<file path="src/rtl/adder_pipelined_nbit.sv">
// Pipelined ripple-carry adder/subtractor: WIDTH bits split into STAGES chunks,
// one chunk resolved per cycle with the carry registered between stages.
module adder_pipelined_nbit #(
    parameter int unsigned WIDTH  = 16,
    parameter int unsigned STAGES = 4
) (
    input  logic             clk,
    input  logic             rst,
    input  logic             in_valid,
    output logic             in_ready,
    input  logic [WIDTH-1:0] a,
    input  logic [WIDTH-1:0] b,
    input  logic             carry_in,
    input  logic             sub,
    output logic             out_valid,
    input  logic             out_ready,
    output logic [WIDTH-1:0] sum,
    output logic             carry_out,
    output logic             overflow
);

    localparam int unsigned CHUNK = WIDTH / STAGES;

    if (STAGES < 1 || (WIDTH % STAGES) != 0) begin : g_bad_cfg
        $error("adder_pipelined_nbit: WIDTH must be a multiple of STAGES and STAGES >= 1");
    end

    logic                 advance;
    logic [STAGES-1:0]    vld_q;
    logic [STAGES-1:0]    vld_d;
    logic [STAGES-1:0]    c_q;
    logic [STAGES-1:0]    c_d;
    logic [WIDTH-1:0]     a_q [STAGES];
    logic [WIDTH-1:0]     a_d [STAGES];
    logic [WIDTH-1:0]     b_q [STAGES];
    logic [WIDTH-1:0]     b_d [STAGES];
    logic [WIDTH-1:0]     s_q [STAGES];
    logic [WIDTH-1:0]     s_d [STAGES];
    logic                 ovf_q;
    logic                 ovf_d;

    logic [WIDTH-1:0]     op_a;
    logic [WIDTH-1:0]     op_b;
    logic [WIDTH-1:0]     op_s;
    logic                 cy_in;
    logic [CHUNK-1:0]     ch_a;
    logic [CHUNK-1:0]     ch_b;
    logic [CHUNK-1:0]     ch_r;
    logic                 cy_out;

    // Global stall: the whole pipe moves only when the output slot can drain.
    assign advance  = !vld_q[STAGES-1] || out_ready;
    assign in_ready = advance;

    // Per-stage next state: stage k adds chunk k using the carry registered by stage k-1.
    always_comb begin
        vld_d  = '0;
        c_d    = '0;
        ovf_d  = 1'b0;
        op_a   = '0;
        op_b   = '0;
        op_s   = '0;
        cy_in  = 1'b0;
        ch_a   = '0;
        ch_b   = '0;
        ch_r   = '0;
        cy_out = 1'b0;
        for (int k = 0; k < STAGES; k++) begin
            a_d[k] = '0;
            b_d[k] = '0;
            s_d[k] = '0;
        end
        for (int k = 0; k < STAGES; k++) begin
            if (k == 0) begin
                op_a     = a;
                op_b     = sub ? ~b : b;
                op_s     = '0;
                cy_in    = sub | carry_in;
                vld_d[0] = in_valid & advance;
            end else begin
                op_a     = a_q[k-1];
                op_b     = b_q[k-1];
                op_s     = s_q[k-1];
                cy_in    = c_q[k-1];
                vld_d[k] = vld_q[k-1];
            end
            ch_a = CHUNK'(op_a >> (k * CHUNK));
            ch_b = CHUNK'(op_b >> (k * CHUNK));
            {cy_out, ch_r} = {1'b0, ch_a} + {1'b0, ch_b} + {{CHUNK{1'b0}}, cy_in};
            op_s = (op_s & ~(WIDTH'({CHUNK{1'b1}}) << (k * CHUNK)))
                 | (WIDTH'(ch_r) << (k * CHUNK));
            a_d[k] = op_a;
            b_d[k] = op_b;
            s_d[k] = op_s;
            c_d[k] = cy_out;
            // Carry into the MSB recovered from its sum bit: s = a ^ b ^ cin.
            if (k == STAGES - 1) begin
                ovf_d = ch_r[CHUNK-1] ^ ch_a[CHUNK-1] ^ ch_b[CHUNK-1] ^ cy_out;
            end
        end
    end

    // Data registers load only behind a valid token, so bubbles leave results untouched.
    always_ff @(posedge clk) begin
        if (rst) begin
            vld_q <= '0;
            c_q   <= '0;
            ovf_q <= 1'b0;
            for (int k = 0; k < STAGES; k++) begin
                a_q[k] <= '0;
                b_q[k] <= '0;
                s_q[k] <= '0;
            end
        end else if (advance) begin
            vld_q <= vld_d;
            for (int k = 0; k < STAGES; k++) begin
                if (vld_d[k]) begin
                    a_q[k] <= a_d[k];
                    b_q[k] <= b_d[k];
                    s_q[k] <= s_d[k];
                    c_q[k] <= c_d[k];
                end
            end
            if (vld_d[STAGES-1]) begin
                ovf_q <= ovf_d;
            end
        end
    end

    assign out_valid = vld_q[STAGES-1];
    assign sum       = s_q[STAGES-1];
    assign carry_out = c_q[STAGES-1];
    assign overflow  = ovf_q;

    // Simulation-only input sanity checks.
    always_ff @(posedge clk) begin
        if (!rst) begin
            assert (!$isunknown(in_valid)) else $error("in_valid is X/Z");
            assert (!$isunknown(out_ready)) else $error("out_ready is X/Z");
            if (in_valid === 1'b1) begin
                assert (!$isunknown(a)) else $error("a has X/Z bits");
                assert (!$isunknown(b)) else $error("b has X/Z bits");
                assert (!$isunknown(carry_in)) else $error("carry_in is X/Z");
                assert (!$isunknown(sub)) else $error("sub is X/Z");
            end
        end
    end

endmodule

</file>
<file path="config.mk">
export PLATFORM = sky130hd
export DESIGN_NAME = adder_pipelined_nbit
export DESIGN_NICKNAME = d
export VERILOG_FILES = /design/src/rtl/adder_pipelined_nbit.sv
export SDC_FILE = /design/constraint.sdc
export NUM_CORES = 1
export LEC_CHECK = 0
export CAP_MARGIN = 40
export CELL_PAD_IN_SITES_DETAIL_PLACEMENT = 0
export CELL_PAD_IN_SITES_GLOBAL_PLACEMENT = 1
export CORE_UTILIZATION = 50
export CTS_BUF_LIST = sky130_fd_sc_hd__clkbuf_8
export DETAILED_ROUTE_END_ITERATION = 10
export PLACE_DENSITY_LB_ADDON = 0.3
export SLEW_MARGIN = 25
export SYNTH_ARGS = -nofsm -noshare
export SYNTH_HDL_FRONTEND = slang
export SYNTH_SLANG_ARGS = --single-unit
</file>
<file path="constraint.sdc">
create_clock -name clk -period 5.3 [get_ports clk]
set_clock_uncertainty 0.2 [all_clocks]
set_input_delay 0.53 -clock clk [delete_from_list [all_inputs] [get_ports clk]]
set_output_delay 0.53 -clock clk [all_outputs]
set_load 0.05 [all_outputs]
</file>
==> key figures <==
Final layout
  • Layout area overhead: 20.0%
  • Ratio of cells with drive above 1 in the final layout: 6.86%
  • Nets: 432
  • Util after Layout: 62.6%
  • Final Non-Filler Cells: 484
  • Ant diodes: 0
  • Fin area: 5170 um^2

STA
  • RSZ-0062 raised after global routing: no
  • Final min period: 3.00 ns
  • Final Cycle Share: 56.6%
  • Final Max Tran Viols: 0
  • Finish-stage setup viols: 0
  • FMAX: 333 MHz
  • Total negative setup slack: 0 ns
  • Slew HR: 55.5%
  • Worst slew pin tran: 0.668 ns
  • Final Hold Fails: 0

Synthesis
  • Ranking of synthesized cells by instance count: 88 x edfxtp_1, 65 x and3_1, 26 x nor2_1, 16 x inv_1, 15 x xnor2_1
  • Ranking of synthesized cells by area: edfxtp_1 61%, and3_1 9.4%, dfxtp_1 4.2%
  • Seq/Total Area, Yosys: 65.5%
  • Post-synth top area share: 61.4%
  • Post-synthesis net count: 377
  • Area leader, netlist: edfxtp_1
  • Top-count cell post-synth: edfxtp_1
  • Async SR Flop Fraction: 0%
  • Yosys warns: 0
  • Ys flop type: edfxtp_1
  • Post-synthesis cell type count: 33
  • Count of flip-flops with a built-in enable after synthesis: 88
  • Syn avg cell area: 13.5 um^2
  • Post-Syn Area: 4310 um^2
  • Syn Inst Count: 319
  • Synthesized flop and latch total: 97

Floorplanning
  • Die footprint: 8990 um^2
  • Std-Cell Rows: 33
  • Initial core utilization: 52.2%
  • CORE AREA: 8260 um^2
  • Die Y-Extent: 94.8 um
  • Ports: 58
  • Die X: 94.8 um

Place
  • Placed Area: 4960 um^2
  • Port bufs: 57
  • Post-DP HPWL: 4150 um
  • RePlAce Congestion: 0.782
  • Cells after DPL: 465

Detailed routing
  • Final antenna-violating net count: 0
  • Via-to-Cell Ratio: 4.99
  • DRC Markers: 0
  • Initial drt markers: 70
  • Via count: 2414
  • Initial DRT Pass Iterations: 4
  • Routed WL: 5810 um
  • Wire per inst: 12.0 um

Setup path
  • Worst path required time: 4.57 ns
  • CP max stage delay: 0.77 ns
  • Cell breakdown of the critical path: clkdlybuf4s50_1 > nor2b_1 > inv_1 > clkdlybuf4s50_1
  • CP startpoint kind: input port
  • Critical Path Sink Type: primary output
  • Slowest cell on crit path: clkdlybuf4s50_1
  • CP arrival: 2.27 ns
  • Worst Path Max Fanout: 11
  • Crit path kind: input port to primary output
  • Critical path's most frequent cell: clkdlybuf4s50_1

CTS
  • Sink Count: 97
  • Post_cts resized: 0
  • Clock buffer depth: 2
  • CTS tree: built
  • TritonCTS Buffers: 9
  • Hold buffers post-CTS: 0
  • # Post-CTS Setup Buffers: 0
  • Clock transition at the registers of the reported paths: 0.08 ns
  • Clock latency on the worst-skew pair: 0.35 ns
  • Clock root buffer: clkbuf_8
  • CTS H-tree depth: 3

GRT
  • GR Util All Layers: 14.5%
  • Grt ovf: 0
  • Largest net degree at the start of global routing: 38
  • First-pass GRT wire length: 10000 um
  • Vias in the first global route: 2280
  • Initial antenna violation count: 0

Power
  • Switching pwr: 0.353 mW
  • Comb pwr share: 12.5%
  • Sw Ratio: 23.4%
  • Sequential power share: 59.9%
  • Leak: 2.22 nW
  • Power per Cell Area: 291 nW/um^2
  • Clk network pwr share: 27.6%
  • Worst IR drop on VDD: 129 uV
  • Internal Power: 1.15 mW

Outcome
  • Status: completed

Hold path
  • Hold WC Path Type: register to register

Flow run
  • Max-Cap Viols: 0
==> worst paths after layout <==
check                                 end  slack [ns]  cells past startpoint             startpoint
setup reg to reg  s_q[0][3]$_SDFFCE_PN0P_        3.16                      4  vld_q[3]$_SDFFE_PP0N_
hold reg to reg       c_q[3]$_SDFFE_PP0P_        0.30                      2    c_q[3]$_SDFFE_PP0P_
setup / recovery                 in_ready        2.30                      4              out_ready
hold / removal        c_q[3]$_SDFFE_PP0P_        0.30                      2    c_q[3]$_SDFFE_PP0P_
==> state kept, by name, indices dropped and copies added (netlist names) <==
| name | flops |
|---|---|
| a_q | 24 |
| s_q | 40 |
| c_q | 4 |
| overflow | 1 |
| b_q | 24 |
| vld_q | 4 |
==> power by group through the flow <==
stage               Clock (mW)  Combinational (mW)  Sequential [mW]
floorplan                    0               0.101            0.937
global placement             0               0.181            0.918
detailed placement           0               0.185            0.920
CTS                      0.425               0.186            0.902
global route             0.456               0.209            0.907
finish                   0.415               0.188            0.901
==> placed cells by master, fill, tap and decap left out, types with 2 or more instances in the layout <==
master and n:
dfxtp_1 9, o21ai_0 3, buf_6 2, ha_1 12, fa_1 8, buf_8 2, xnor2_1 15, a21o_1 5
inv_1 17, a21oi_1 9, nand2b_1 2, nor2b_1 4, nor2_1 26, clkbuf_8 10, nand2_1 14, and3_1 65
xor2_1 7, nor3_1 2, clkdlybuf4s50_1 57, edfxtp_1 88, a311oi_1 3, clkinv_2 3
==> worst max-delay path: cells and delay by family <==
kind	cells	cell delay [ns]
buffers and inverters	3	1.44
AND/OR/NAND/NOR	1	0.29
==> cell type report <==
type	instances	area, um^2
clock inverter	6	35.0
timing repair buffer	62	631
clock buffer	10	138
tap	105	131
inverter	16	60.1
sequential	97	2820
fill	648	3090
multi-input combinational	188	1350
==> kinds of logic after synthesis <==
family / share of synthesized area, %
AND/OR/NAND/NOR: 15.3
flip-flops: 65.5
buffers and inverters: 3.17
AO/OA/AOI/OAI: 4.27
XOR/XNOR: 4.47
adder cells (fa/ha/maj): 7.20
==> stage by stage <==
| stage | hold WS, ns | worst slack [ns] | total power [mW] |
|---|---|---|---|
| floorplan | 0.292 | 2.71 | 1.04 |
| CTS | 0.307 | 2.26 | 1.51 |
| global placement | 0.289 | 2.02 | 1.10 |
| finish | 0.304 | 2.30 | 1.50 |
| global route | 0.332 | 2.20 | 1.57 |
| detailed placement | 0.295 | 1.97 | 1.11 |
==> routing by layer <==
metal  vias to the layer above  GRT usage, %  share of wire, %
met5                         -             0                 0
met4                         0          6.57               1.6
met3                         9          2.74               3.8
met2                        67          24.6                48
met1                      1085          18.0                46
li1                       1253             -                 -
Power figures use the tool's default switching activity.
